==> src/rtl/reg_file_ctrl.sv <==
// Command-side initiator for reg_file: clears the array, then executes read/write/copy
// commands one at a time and returns read results over a valid/ready response channel.
module reg_file_ctrl #(
    parameter int W = 5,
    parameter int B = 32
) (
    input  logic         clk,
    input  logic         reset,
    input  logic         clr_start,
    output logic         busy,
    input  logic         cmd_valid,
    output logic         cmd_ready,
    input  logic [1:0]   cmd_op,
    input  logic [W-1:0] cmd_addr,
    input  logic [W-1:0] cmd_src,
    input  logic [B-1:0] cmd_wdata,
    output logic         rsp_valid,
    input  logic         rsp_ready,
    output logic [B-1:0] rsp_rdata,
    output logic         rsp_err,
    output logic         rf_wr_en,
    output logic [W-1:0] rf_w_addr,
    output logic [B-1:0] rf_w_data,
    output logic [W-1:0] rf_r_addr_A,
    output logic [W-1:0] rf_r_addr_B,
    input  logic [B-1:0] rf_r_data_A,
    input  logic [B-1:0] rf_r_data_B
);

    typedef enum logic [1:0] {
        S_CLEAR = 2'd0,
        S_IDLE  = 2'd1,
        S_EXEC  = 2'd2,
        S_RESP  = 2'd3
    } state_t;

    localparam logic [1:0] OP_READ  = 2'b00;
    localparam logic [1:0] OP_WRITE = 2'b01;
    localparam logic [1:0] OP_COPY  = 2'b10;
    localparam logic [W-1:0] CNT_LAST = {W{1'b1}};
    localparam logic [W-1:0] CNT_ONE  = {{(W-1){1'b0}}, 1'b1};

    state_t       state_q, state_d;
    logic [W-1:0] cnt_q, cnt_d;
    logic [1:0]   op_q, op_d;
    logic [W-1:0] addr_q, addr_d;
    logic [B-1:0] wdata_q, wdata_d;
    logic [W-1:0] r_addr_a_q, r_addr_a_d;
    logic [W-1:0] r_addr_b_q, r_addr_b_d;
    logic [B-1:0] rsp_rdata_q, rsp_rdata_d;
    logic         rsp_err_q, rsp_err_d;
    logic         accept_s;

    // clr_start pre-empts a simultaneous command, so it also gates the ready
    assign cmd_ready = (state_q == S_IDLE) && !clr_start;
    assign accept_s  = cmd_valid && cmd_ready;

    // State and datapath registers with synchronous reset
    always_ff @(posedge clk) begin
        if (reset) begin
            state_q     <= S_CLEAR;
            cnt_q       <= '0;
            op_q        <= 2'b00;
            addr_q      <= '0;
            wdata_q     <= '0;
            r_addr_a_q  <= '0;
            r_addr_b_q  <= '0;
            rsp_rdata_q <= '0;
            rsp_err_q   <= 1'b0;
        end else begin
            state_q     <= state_d;
            cnt_q       <= cnt_d;
            op_q        <= op_d;
            addr_q      <= addr_d;
            wdata_q     <= wdata_d;
            r_addr_a_q  <= r_addr_a_d;
            r_addr_b_q  <= r_addr_b_d;
            rsp_rdata_q <= rsp_rdata_d;
            rsp_err_q   <= rsp_err_d;
        end
    end

    // Next-state logic
    always_comb begin
        state_d = state_q;
        case (state_q)
            S_CLEAR: begin
                if (cnt_q == CNT_LAST) state_d = S_IDLE;
                else                   state_d = S_CLEAR;
            end
            S_IDLE: begin
                if (clr_start)     state_d = S_CLEAR;
                else if (accept_s) state_d = S_EXEC;
                else               state_d = S_IDLE;
            end
            S_EXEC: begin
                if (op_q == OP_WRITE || op_q == OP_COPY) state_d = S_IDLE;
                else                                     state_d = S_RESP;
            end
            S_RESP: begin
                if (rsp_ready) state_d = S_IDLE;
                else           state_d = S_RESP;
            end
            default: state_d = S_CLEAR;
        endcase
    end

    // Command latch, read-address hold and response capture
    always_comb begin
        cnt_d       = (state_q == S_CLEAR) ? cnt_q + CNT_ONE : {W{1'b0}};
        op_d        = op_q;
        addr_d      = addr_q;
        wdata_d     = wdata_q;
        r_addr_a_d  = r_addr_a_q;
        r_addr_b_d  = r_addr_b_q;
        rsp_rdata_d = rsp_rdata_q;
        rsp_err_d   = rsp_err_q;
        if (accept_s) begin
            op_d    = cmd_op;
            addr_d  = cmd_addr;
            wdata_d = cmd_wdata;
            if (cmd_op == OP_READ) r_addr_a_d = cmd_addr;
            else                   r_addr_a_d = r_addr_a_q;
            if (cmd_op == OP_COPY) r_addr_b_d = cmd_src;
            else                   r_addr_b_d = r_addr_b_q;
        end else begin
            op_d = op_q;
        end
        if (state_q == S_EXEC && op_q == OP_READ) begin
            rsp_rdata_d = rf_r_data_A;
            rsp_err_d   = 1'b0;
        end else if (state_q == S_EXEC && op_q != OP_WRITE && op_q != OP_COPY) begin
            rsp_rdata_d = '0;
            rsp_err_d   = 1'b1;
        end else begin
            rsp_err_d = rsp_err_q;
        end
    end

    // Output decode; write enable is suppressed while reset is held
    always_comb begin
        rf_wr_en  = 1'b0;
        rf_w_addr = addr_q;
        rf_w_data = '0;
        rsp_valid = 1'b0;
        busy      = 1'b1;
        case (state_q)
            S_CLEAR: begin
                rf_wr_en  = !reset;
                rf_w_addr = cnt_q;
            end
            S_IDLE: begin
                busy = 1'b0;
            end
            S_EXEC: begin
                if (op_q == OP_WRITE) begin
                    rf_wr_en  = !reset;
                    rf_w_data = wdata_q;
                end else if (op_q == OP_COPY) begin
                    rf_wr_en  = !reset;
                    rf_w_data = rf_r_data_B;
                end else begin
                    rf_wr_en = 1'b0;
                end
            end
            S_RESP: begin
                rsp_valid = 1'b1;
            end
            default: begin
                busy = 1'b1;
            end
        endcase
    end

    assign rsp_rdata   = rsp_rdata_q;
    assign rsp_err     = rsp_err_q;
    assign rf_r_addr_A = r_addr_a_q;
    assign rf_r_addr_B = r_addr_b_q;

endmodule

==> config.mk <==
export PLATFORM = sky130hd
export DESIGN_NAME = reg_file_ctrl
export DESIGN_NICKNAME = d
export VERILOG_FILES = /design/src/rtl/reg_file_ctrl.sv
export SDC_FILE = /design/constraint.sdc
export NUM_CORES = 1
export LEC_CHECK = 0
export ABC_AREA = 1
export ABC_CLOCK_PERIOD_IN_PS = 1480
export CAP_MARGIN = 20
export CORE_MARGIN = 3
export CORE_UTILIZATION = 41
export DETAILED_ROUTE_END_ITERATION = 16
export PLACE_DENSITY = 0.85
export SYNTH_ARGS = -nofsm -noshare
export SYNTH_HDL_FRONTEND = slang
export SYNTH_SLANG_ARGS = --single-unit
==> constraint.sdc <==
create_clock -name clk -period 1.48 [get_ports clk]
set_input_delay 0.148 -clock clk [delete_from_list [all_inputs] [get_ports clk]]
set_output_delay 0.148 -clock clk [all_outputs]
set_load 0.05 [all_outputs]
# Word level (Yosys, flattened, before mapping)
# Index checks and enable logic that the tools add are counted.
# Widths: inputs -> output; s select.
# word_totals
register_bits	89
latch_bits	0
ram_bits	0
romBits	0
inputBits	113
output_inout_bits	84
elab_cells	53
mem_count	0
# op_classes
add_sub_neg	1
mul	0
div_mod_pow	0
magnitude_cmp	0
n_eq_ne	9
n_shift	0
mux	17
bitwise_logic	1
n_reduce_logical	16
# ops
op	count
$mux 32	5
$eq 2x2->1 const B	4
$mux 2	4
$pmux 2 s4	1
$logic_not 2->1	3
$add 5x1->5 const B	1
$eq 5x5->1 const B	1
$logic_and 1x1->1	5
$mux 1	5
$mux 5	1
$eq 2x1->1 const B	2
$reduce_and 2->1	2
$reduce_or 2->1	2
$logic_not 1->1	2
$ne 2x1->1 const B	1
$ne 2x2->1 const B	1
$pmux 1 s2	1
$reduce_bool 2->1	1
$logic_or 1x1->1	1
$not 1->1	1

# Depth between registers and ports, before layout
# depth
ltp_word	6
mapped_depth	8
depth_no_buf	6

# Least setup slack after synthesis
# No wires, ideal clock.
# synth_path
path_type	register -> output
from	reg state_q[1]
to	out rf_w_addr[3]
t_arrival_ns	1.950
required_time_ns	1.332
setup_slack_ns	-0.618
path_stages_with_launch	5
path_buffers	1
path_cell_list	dfxtp_1 > buf_6 > nor2_1 > inv_1 > o21ai_0
# synth_via
elab_chain_len	2
# synth_rtl
item	line_no	source
from (decl)	43	state_t state_q, state_d;
from (signal assigned)	71	state_q <= state_d;
$logic_not 2->1	147	case (state_q)
$mux 5	147	
to (decl)	22	output logic [W-1:0] rf_w_addr,
# No other way between the ends.

# Final worst setup path
# layout_path
from	reg op_q[0]
to	out rf_w_data[25]
# layout_via
elab_chain_len	4
word_cells_on_any_way	5
cone_classes	eq/ne (2); mux (3)
# layout_rtl
item	line_no	source
from (decl)	45	logic [1:0] op_q, op_d;
from (signal assigned)	73	op_q <= op_d;
$eq 2x2->1	159	end else if (op_q == OP_COPY) begin
$mux 32	159	
$mux 32 *	156	if (op_q == OP_WRITE) begin
$mux 32 *	147	
to (decl)	23	output logic [B-1:0] rf_w_data,
# Mark *: on every way between the ends. The rest lies on a longest branch, timed or not.

==> summary.txt <==
Status
  • Status: complete, but fails checks
  • Failing checks: negative setup slack

Finish
  • Register Area: 0.001794 mm^2
  • Layout cell share with drive strength beyond 1: between 30% and 40%
  • Multi-input gate area: 0.002706 mm^2
  • Final non-filler cell total: about 920
  • Filler Cell Count: about 520
  • N_diodes: 0
  • Post-route cell area: a little under 0.008 mm^2
  • Area grow syn2layout: 98.74%
  • Layout net count: 905

Global routing
  • Vias in the first global route: 4632
  • Antenna violations before repair: 0
  • GRT Total Usage: about a quarter
  • GRT overflow: 0
  • First-pass GRT wire length: ~23000 um
  • Pin count of the biggest net entering global routing: 41

Worst setup path
  • Crit path launch type: flop
  • CP Data Arrival Time: around 1800 ps
  • R2r setup slk: -190 ps
  • Req. time, crit path: 1330 ps
  • Crit Path Category: reg2out
  • Crit-path max FO: 7
  • Crit path capture type: output port

Power and ir drop
  • Internal power: approximately 3.6 mW
  • Total power draw: roughly 4.7 mW
  • Flop pwr share: a little over 50%
  • Clk pwr share: between 30% and 40%
  • Logic pwr share: about an eighth
  • Worst VDD drop: between 0.6 and 0.7 mV
  • Switching share of power: 23.68%
  • Switching power: ~1.1 mW
  • Leak Pwr: 3.049 nW
  • Pwr/cell area: approximately 600 mW/mm^2

Floorplan
  • Die area: ~0.011 mm^2
  • Die Ht: around 100 um
  • Chip Width: between 100 and 150 um
  • FP Rows: 35
  • Initial Util: roughly 43%
  • Top-Level Pins: around 200
  • Core area: 0.009328 mm^2

Place
  • Dpl hpwl: between 10000 and 15000 um
  • GPL Wtd Cong: ~0.81
  • Placed cell count: approximately 900
  • PortBufs: approximately 200
  • Placed Area: 0.007041 mm^2

STA
  • Worst clock skew: around 16 ps
  • Fmax: 523.1 MHz
  • Post-route minimum period: about 1900 ps
  • Worst slew pin tran: 418.1 ps
  • Final WS setup: -431.8 ps
  • Setup Viol. Count Final: 72
  • Final Hold Viols: 0
  • Slew headroom: a little over 70%
  • Period utilization: 129.2%
  • Hold slack: 345.9 ps
  • RSZ-0062 raised after global routing: yes
  • Max Slew Vio Count: 0

Drt
  • Vias/cell: roughly 5.2
  • DR DRC count: 0
  • Drt first pass iters: 5
  • WL per Instance: 17.17 um
  • Routed WL: 15810 um
  • Final ANT Viol Nets: 0
  • Iter 0 DRT Violations: 227
  • Routed vias: 4824

Flow run
  • MaxCap Viol Count: 0

Clock network
  • Hold buffers post-CTS: 0
  • CTS tree: built
  • Clock latency on the worst-skew pair: 350 ps
  • CTS max path bufs: 2
  • CTS Sinks: 89
  • Clk pin slew, worst setup/hold paths: 100 ps
  • Num CTS Buffers: 9
  • # H-tree levels: 3
  • CTS root buffer: clkbuf_8

Synth
  • Synth Warn #: 0
  • Seq/Total Area, Yosys: 44.81%
  • Mapped Avg Cell Area: 7.001 um^2
  • Synth cell types: 26
  • Syn_nets: around 690
  • Synth Register Bits: slightly below 90
  • Mapped Cells: roughly 570
  • Post-Synthesis Cell Area: approximately 0.0040 mm^2

Worst hold path
  • Hold Crit Class: in2reg
worst paths after layout:
path,start,endpoint,cells past startpoint
max,op_q[0],rf_w_data[25],9
min reg2reg,rsp_err,rsp_err,2
max reg2reg,op_q[0],rsp_rdata[23],10
min,rf_r_data_A[9],rsp_rdata[9],3
worst max-delay path, stage by stage, from the launching register on:
cell,delay [ps]
dfxtp_4,370
inv_4,60
ha_4,120
inv_2,40
nor2_4,160
buf_12,140
buf_12,140
nand2_4,60
a21oi_4,180
buf_12,160
layer usage:
metal	vias up	share of wire, %	track usage (%)	wire (um)
met5	-	0	0	0
met4	0	3.5	9.117	560
met3	44	7.0	5.276	1111
met2	232	52	45.57	8241
met1	2277	37	30.38	5900
li1	2271	-	-	-
stage by stage:
stage	worst slack [ps]	setup TNS, ps	utilization [%]
floorplan	-114.0	-2725	-
global placement	-101.2	-6672	75.48
detailed placement	-164.1	-10700	75.48
CTS	-444.4	-13840	80.63
global route	-503.8	-22490	84.72
finish	-431.8	-17680	84.72
sequential cells by signal, indices dropped and copies added (netlist names):
register / count
addr_q: 5
cnt_q: 5
op_q: 2
rf_r_addr_A: 5
rf_r_addr_B: 5
rsp_err: 1
rsp_rdata: 32
state_q: 2
wdata_q: 32
cells in the final DEF, fill, tap and decap left out, types with 4 or more instances in the layout:
| cell | n |
|---|---|
| clkdlybuf4s50_1 | 112 |
| nor2_1 | 103 |
| nand2_1 | 87 |
| dfxtp_1 | 85 |
| buf_4 | 70 |
| buf_12 | 47 |
| o21ai_0 | 39 |
| nand2_4 | 37 |
| a21oi_4 | 32 |
| inv_1 | 29 |
| a21oi_1 | 27 |
| nand3_2 | 20 |
| nand3_1 | 13 |
| nand4_1 | 11 |
| clkbuf_8 | 10 |
| a21oi_2 | 9 |
| buf_6 | 9 |
| nand2_2 | 6 |
| clkbuf_16 | 5 |
| inv_2 | 4 |
| inv_4 | 4 |
| nor2_4 | 4 |
synthesized netlist by cell type, drive strengths merged:
| library cell | n | area (um^2) |
|---|---|---|
| inv | 37 | 138.9 |
| o22ai | 1 | 6.260 |
| nand4 | 11 | 68.82 |
| nor3b | 1 | 7.510 |
| nand3b | 1 | 7.510 |
| nor2 | 108 | 429.2 |
| buf | 26 | 172.7 |
| a211oi | 1 | 7.510 |
| nand2 | 130 | 490.5 |
| nand3 | 36 | 202.7 |
| a21oi | 68 | 344.1 |
| o21bai | 1 | 7.510 |
| clkbuf | 13 | 48.80 |
| dfxtp | 89 | 1782 |
| ha | 5 | 62.56 |
| o21ai | 40 | 200.2 |
cell families (layout without fill, tap and decap cells):
group	after synthesis	count (layout)	synth area share [%]
simple gates	287	287	30.33
compound gates	111	111	14.22
flops	89	89	44.81
buf+inv	76	300	9.062
fa+ha+maj	5	5	1.573
power groups by stage:
stage | clock, mW | combinational, mW | sequential [mW]
after CTS | 1.73 | 0.539 | 2.40
after floorplan | 0 | 0.123 | 2.46
after detailed placement | 0 | 0.527 | 2.46
after global placement | 0 | 0.520 | 2.46
after global routing | 1.85 | 0.583 | 2.41
final | 1.72 | 0.549 | 2.40
area by class of cell:
type,count,area share (%)
Clock buffer,10,1.742
Clock inverter,6,0.8391
Inverter,37,2.011
Multi-Input combinational cell,403,34.25
Sequential cell,89,22.70
Tap cell,129,2.042
Timing Repair Buffer,246,36.34
Timing Repair inverter,1,0.07916
what timing repair did:
| action | CTS | global route |
|---|---|---|
| endpoints found under the setup margin | 81 | 71 |
| gates cloned | 3 | 6 |
| buffers inserted | 11 | 6 |
| resized for setup | 38 | 56 |
| pin swaps | 39 | 9 |
No activity file was read; power rests on OpenSTA's default activity.
